## config.mk

```make
export PLATFORM = sky130hd
export DESIGN_NAME = uart_tx
export DESIGN_NICKNAME = d
export VERILOG_FILES = /design/src/rtl/uart_pkg.sv /design/src/rtl/uart_tx_baud_cnt.sv /design/src/rtl/uart_tx.sv
export SDC_FILE = /design/constraint.sdc
export NUM_CORES = 1
export LEC_CHECK = 0
export CORE_ASPECT_RATIO = 0.5
export CORE_MARGIN = 2
export CORE_UTILIZATION = 30
export DETAILED_ROUTE_END_ITERATION = 12
export PLACE_DENSITY = 0.46
export SLEW_MARGIN = 20
export SYNTH_ARGS = -nofsm -noshare
export SYNTH_HDL_FRONTEND = slang
export SYNTH_SLANG_ARGS = --single-unit
```

## constraint.sdc

```tcl
create_clock -name UartTx_CLK -period 2.7 [get_ports UartTx_CLK]
set_clock_uncertainty 0.05 [all_clocks]
set_input_delay 0.54 -clock UartTx_CLK [delete_from_list [all_inputs] [get_ports UartTx_CLK]]
set_output_delay 0.54 -clock UartTx_CLK [all_outputs]
set_load 0.005 [all_outputs]
```

## src/rtl/uart_pkg.sv

```systemverilog
// Shared UART definitions: link FSM state encoding, line-level constants and default payload width.
// Shared by the transmitter and the receiver so both ends agree on encodings.
package uart_pkg;

    typedef enum logic [2:0] {
        ST_IDLE   = 3'd0,
        ST_START  = 3'd1,
        ST_DATA   = 3'd2,
        ST_PARITY = 3'd3,
        ST_STOP   = 3'd4
    } uart_state_e;

    localparam logic PAR_EVEN  = 1'b0;
    localparam logic PAR_ODD   = 1'b1;
    localparam logic START_BIT = 1'b0;
    localparam logic STOP_BIT  = 1'b1;

    localparam int DEFAULT_DATA_WIDTH = 8;

endpackage

```

## src/rtl/uart_tx_baud_cnt.sv

```systemverilog
// Bit-period counter: counts 0..prescale while enabled, pulses bit_done_o combinationally on the last count.
// Latency: bit_done_o is valid in the same cycle as the matching count; no backpressure.
module uart_tx_baud_cnt #(
    parameter int PRESCALE_WIDTH = 5
) (
    input  logic                      clk_i,
    input  logic                      rst_n_i,
    input  logic                      clear_i,
    input  logic                      enable_i,
    input  logic [PRESCALE_WIDTH-1:0] prescale_i,
    output logic                      bit_done_o
);

    logic [PRESCALE_WIDTH-1:0] cnt_q;
    logic [PRESCALE_WIDTH-1:0] cnt_d;

    assign bit_done_o = enable_i && (cnt_q == prescale_i);

    always_comb begin
        cnt_d = cnt_q;
        if (clear_i) begin
            cnt_d = '0;
        end else if (enable_i) begin
            cnt_d = bit_done_o ? '0 : cnt_q + PRESCALE_WIDTH'(1);
        end
    end

    always_ff @(posedge clk_i) begin
        if (!rst_n_i) begin
            cnt_q <= '0;
        end else begin
            cnt_q <= cnt_d;
        end
    end

endmodule

```

## src/rtl/uart_tx.sv

```systemverilog
// UART transmitter: start, LSB-first data, optional parity, stop; 1-cycle accept latency, requests while busy are dropped.
// Define UART_TX_TWO_STOP_EN to send two stop bits per frame.
module uart_tx
    import uart_pkg::*;
#(
    parameter int DATA_WIDTH     = DEFAULT_DATA_WIDTH,
    parameter int PRESCALE_WIDTH = 5
) (
    input  logic                      UartTx_CLK,
    input  logic                      UartTx_RST,
    input  logic [PRESCALE_WIDTH-1:0] UartTx_prescale,
    input  logic [DATA_WIDTH-1:0]     UartTx_PDATA,
    input  logic                      UartTx_Data_Valid,
    input  logic                      UartTx_PAR_EN,
    input  logic                      UartTx_Par_Type,
    output logic                      UartTx_TX_OUT,
    output logic                      UartTx_Busy
);

    localparam int IDX_W = (DATA_WIDTH > 2) ? $clog2(DATA_WIDTH) : 1;
    localparam logic [IDX_W-1:0] LAST_IDX = IDX_W'(DATA_WIDTH - 1);

    uart_state_e               state_q, state_d;
    logic [DATA_WIDTH-1:0]     data_q, data_d;
    logic [PRESCALE_WIDTH-1:0] prescale_q, prescale_d;
    logic                      par_en_q, par_en_d;
    logic                      par_type_q, par_type_d;
    logic [IDX_W-1:0]          bit_idx_q, bit_idx_d;
    logic                      tx_q, tx_d;
    logic                      busy_q, busy_d;
    logic                      bit_done;

    uart_tx_baud_cnt #(
        .PRESCALE_WIDTH (PRESCALE_WIDTH)
    ) u_baud_cnt (
        .clk_i      (UartTx_CLK),
        .rst_n_i    (UartTx_RST),
        .clear_i    (state_q == ST_IDLE),
        .enable_i   (state_q != ST_IDLE),
        .prescale_i (prescale_q),
        .bit_done_o (bit_done)
    );

    always_comb begin
        state_d    = state_q;
        data_d     = data_q;
        prescale_d = prescale_q;
        par_en_d   = par_en_q;
        par_type_d = par_type_q;
        bit_idx_d  = bit_idx_q;

        case (state_q)
            ST_IDLE: begin
                if (UartTx_Data_Valid) begin
                    data_d     = UartTx_PDATA;
                    prescale_d = UartTx_prescale;
                    par_en_d   = UartTx_PAR_EN;
                    par_type_d = UartTx_Par_Type;
                    bit_idx_d  = '0;
                    state_d    = ST_START;
                end
            end
            ST_START: begin
                if (bit_done) begin
                    bit_idx_d = '0;
                    state_d   = ST_DATA;
                end
            end
            ST_DATA: begin
                if (bit_done) begin
                    if (bit_idx_q == LAST_IDX) begin
                        bit_idx_d = '0;
                        state_d   = par_en_q ? ST_PARITY : ST_STOP;
                    end else begin
                        bit_idx_d = bit_idx_q + IDX_W'(1);
                    end
                end
            end
            ST_PARITY: begin
                if (bit_done) begin
                    state_d = ST_STOP;
                end
            end
            ST_STOP: begin
                if (bit_done) begin
`ifdef UART_TX_TWO_STOP_EN
                    // bit_idx is free during STOP; reuse it to count the two stop periods
                    if (bit_idx_q == '0) begin
                        bit_idx_d = IDX_W'(1);
                    end else begin
                        bit_idx_d = '0;
                        state_d   = ST_IDLE;
                    end
`else
                    state_d = ST_IDLE;
`endif
                end
            end
            default: begin
                state_d = ST_IDLE;
            end
        endcase
    end

    // Line level is decoded from the next state so TX_OUT comes straight off a flop
    always_comb begin
        tx_d   = STOP_BIT;
        busy_d = (state_d != ST_IDLE);
        case (state_d)
            ST_START:  tx_d = START_BIT;
            ST_DATA:   tx_d = data_d[bit_idx_d];
            ST_PARITY: tx_d = (^data_d) ^ par_type_d;
            default:   tx_d = STOP_BIT;
        endcase
    end

    always_ff @(posedge UartTx_CLK) begin
        if (!UartTx_RST) begin
            state_q    <= ST_IDLE;
            data_q     <= '0;
            prescale_q <= '0;
            par_en_q   <= 1'b0;
            par_type_q <= PAR_EVEN;
            bit_idx_q  <= '0;
            tx_q       <= STOP_BIT;
            busy_q     <= 1'b0;
        end else begin
            state_q    <= state_d;
            data_q     <= data_d;
            prescale_q <= prescale_d;
            par_en_q   <= par_en_d;
            par_type_q <= par_type_d;
            bit_idx_q  <= bit_idx_d;
            tx_q       <= tx_d;
            busy_q     <= busy_d;
        end
    end

    assign UartTx_TX_OUT = tx_q;
    assign UartTx_Busy   = busy_q;

endmodule

```

==> results.tsv <==
stage	metric	value	unit
cts	cts_max_level	1	
global_route	antenna_found_initial	0	
detailed_routing	vias	1210	
yosys	async_flop_share	0	%
global_route	first_global_vias	1064	
floorplan	row_count	18	
yosys	yosys-mux-area-fraction	2.01	%
cts	cts_max_path_buffers	2	
cts	cts_setup_buffers	0	
yosys	syn_inst	177	
yosys	synth_nets	198	
critical_path	cp-start-kind	register	
yosys	synth-compound-area-share	18.5	%
yosys	ys_seq_area_share	36.0	%
layout	final_common_cell	nand2_1	
floorplan	die_area	5820	µm²
hold_path	min_path_type	reg -> reg	
timing	grt_setup_unrepaired	false	
flow_run	max-cap-violations	0	
power	power.switching_fraction	28.8	%
detailed_routing	drcViolationCount	0	
cts	clk_latency	0.27	ns
power	comb_power_share	27.7	%
layout	final_util	38.4	%
critical_path	path_class	reg -> reg	
power	switchingPower	0.325	mW
timing	max_freq	410	MHz
power	ir_drop	227	µV
timing	whs	0.432	ns
power	p_per_area	593	nW/µm²
detailed_routing	drt-pass1-iter-count	4	
placed_design	io_buffers	19	
power	pwr-share-clk	29.5	%
detailed_routing	drt_iter0_drc	52	
timing	finalCritPeriodShare	90.4	%
power	p_int	0.802	mW
cts	cts-root-buf	clkbuf_8	
yosys	synthAdderAreaFrac	2.41	%
timing	maxSlewViolCount	0	
power	leakage	0.696	nW
cts	cts_tree	yes	
yosys	syn_area_per_cell	8.81	µm²
floorplan	die_h	55.0	µm
timing	period_needed	2.44	ns
timing	tightestPinTransition	0.420	ns
cts	cts_sinks	28	
yosys	synth_top_family_by_area	simple AND/OR/NAND/NOR gates	
critical_path	cp.arrival	2.55	ns
critical_path	worstSetupEndpointType	register	
detailed_routing	wirelength	3360	µm
global_route	grt_start_max_net_pins	19	
timing	setup-violations-final	0	
detailed_routing	wl_per_cell	12.6	µm
yosys	synth_ff_type	dfxtp_1	
timing	maxSlewHeadroom	71.6	%
layout	diodes	0	
floorplan	ios	20	
floorplan	die_x	106	µm
cts	cts_resized	0	
cts	clk_pin_slew	0.10	ns
floorplan	core	4950	µm²
timing	hold_viol	0	
cts	cts_buffers	3	
yosys	synth-xor-area-share	15.5	%
critical_path	cp_max_fo	6	
layout	nNetsFinal	219	
layout	post_route_cells_drive_above_1_share	11.2	%
placed_design	dp_hpwl	2590	µm
detailed_routing	viasPerCell	4.53	
yosys	synth-seq-cells	28	
yosys	synthSimpleGateAreaFrac	21.8	%
status	status	finished clean	
detailed_routing	antenna_left	0	
global_route	grt_use_total	12.6	%
timing	setup_tns	0	ns
layout	syn2layout_area_growth	21.9	%
cts	ctsHoldBuffers	0	
floorplan	start_util	31.5	%
placed_design	routabilityCongestion	0.793	
yosys	yosys_warnings	0	
global_route	overflow	0	
yosys	synth_cell_types	44	
global_route	grt_first_pass_wirelength	5540	µm
layout	final_cell_mix	nand2_1, dfxtp_1, clkdlybuf4s50_1, xnor2_1, a21boi_0	
yosys	synth_enable_flop_cells	0	
yosys	syn_area	1560	µm²
critical_path	crit_required	2.81	ns
power	seqPwrFrac	42.8	%
-- cells by family after synthesis --
kind of cell             after synthesis
AO/OA/AOI/OAI                         36
XOR/XNOR                              25
adder cells (fa/ha/maj)                3
buffers and inverters                 13
flip-flops                            28
multiplexers                           3
AND/OR/NAND/NOR                       69
-- Yosys cell counts (2+ instances only) --
master    instances  share of area (%)
a21boi_0         15                7.2
a21o_1            2               0.96
a21oi_1           2               0.64
a32oi_1           2                1.1
and2_1            2               0.80
clkbuf_1          5                1.2
dfxtp_1          28                 36
ha_1              3                2.4
inv_1             6                1.4
mux2i_1           2                1.3
nand2_1          36                8.7
nand3_1           4                1.3
nand4b_1          2                1.1
nor2_1           11                2.6
nor2b_1           2               0.80
o211ai_1          3                1.4
o21ai_0           3               0.96
xnor2_1          18                 10
xnor2_2           3                3.1
xor2_1            4                2.2
-- through the flow --
stage | worst slack (ns) | power, mW | cell area, µm² | cells
finish | 0.259 | 1.13 | 1900 | 267
global route | 0.105 | 1.19 | 1900 | 267
CTS | 0.248 | 1.15 | 1900 | 267
detailed placement | 0.280 | 0.808 | 1830 | 263
global placement | 0.367 | 0.806 | 1830 | 263
floorplan | 0.462 | 0.704 | 1560 | 177
-- final timing paths --
kind                            slack [ns]  cells after the start           startpoint                  end
worst max-delay path                  0.26                      7  u_baud_cnt.cnt_q[2]        UartTx_TX_OUT
worst min-delay path                  0.43                      1  u_baud_cnt.cnt_q[0]  u_baud_cnt.cnt_q[0]
worst max register to register        0.26                      7  u_baud_cnt.cnt_q[2]        UartTx_TX_OUT
worst min register to register        0.43                      1  u_baud_cnt.cnt_q[0]  u_baud_cnt.cnt_q[0]
-- sequential cells by signal, indices dropped and copies added, names as in the netlist --
| register | flops |
|---|---|
| prescale_q | 5 |
| data_q | 8 |
| UartTx_TX_OUT | 1 |
| par_type_q | 1 |
| par_en_q | 1 |
| UartTx_Busy | 1 |
| state_q | 3 |
| u_baud_cnt.cnt_q | 5 |
| bit_idx_q | 3 |
-- per-layer routing --
metal  up-vias  share of wire (%)  GRT usage [%]
met4         0               0.30           1.97
met3         2                4.2           3.51
met2        26                 40           19.5
met5         -                  0              0
li1        637                  -              -
met1       545                 55           18.0
-- power groups by stage --
stage	Sequential, mW	Clock [mW]	Combinational (mW)
after global routing	0.489	0.360	0.345
after detailed placement	0.494	0	0.314
final	0.483	0.333	0.312
after floorplan	0.479	0	0.225
after CTS	0.484	0.347	0.315
after global placement	0.494	0	0.311
-- final cells by class --
cell class,instances,area (µm²)
inverters,6,22.5
flip-flops and latches,28,561
repair buffers,23,220
fillers,531,3050
clock buffers,3,41.3
clock inverters,1,30.0
multi-input cells,136,938
well taps,70,87.6
-- worst max-delay path, stage by stage, from the launching register on --
cell	delay, ns
dfxtp_1	0.44
xnor2_2	0.15
nand3_2	0.16
o41a_4	0.54
a21oi_4	0.21
mux2_1	0.36
a311oi_1	0.27
a32oi_1	0.14
Power figures use the tool's default switching activity.
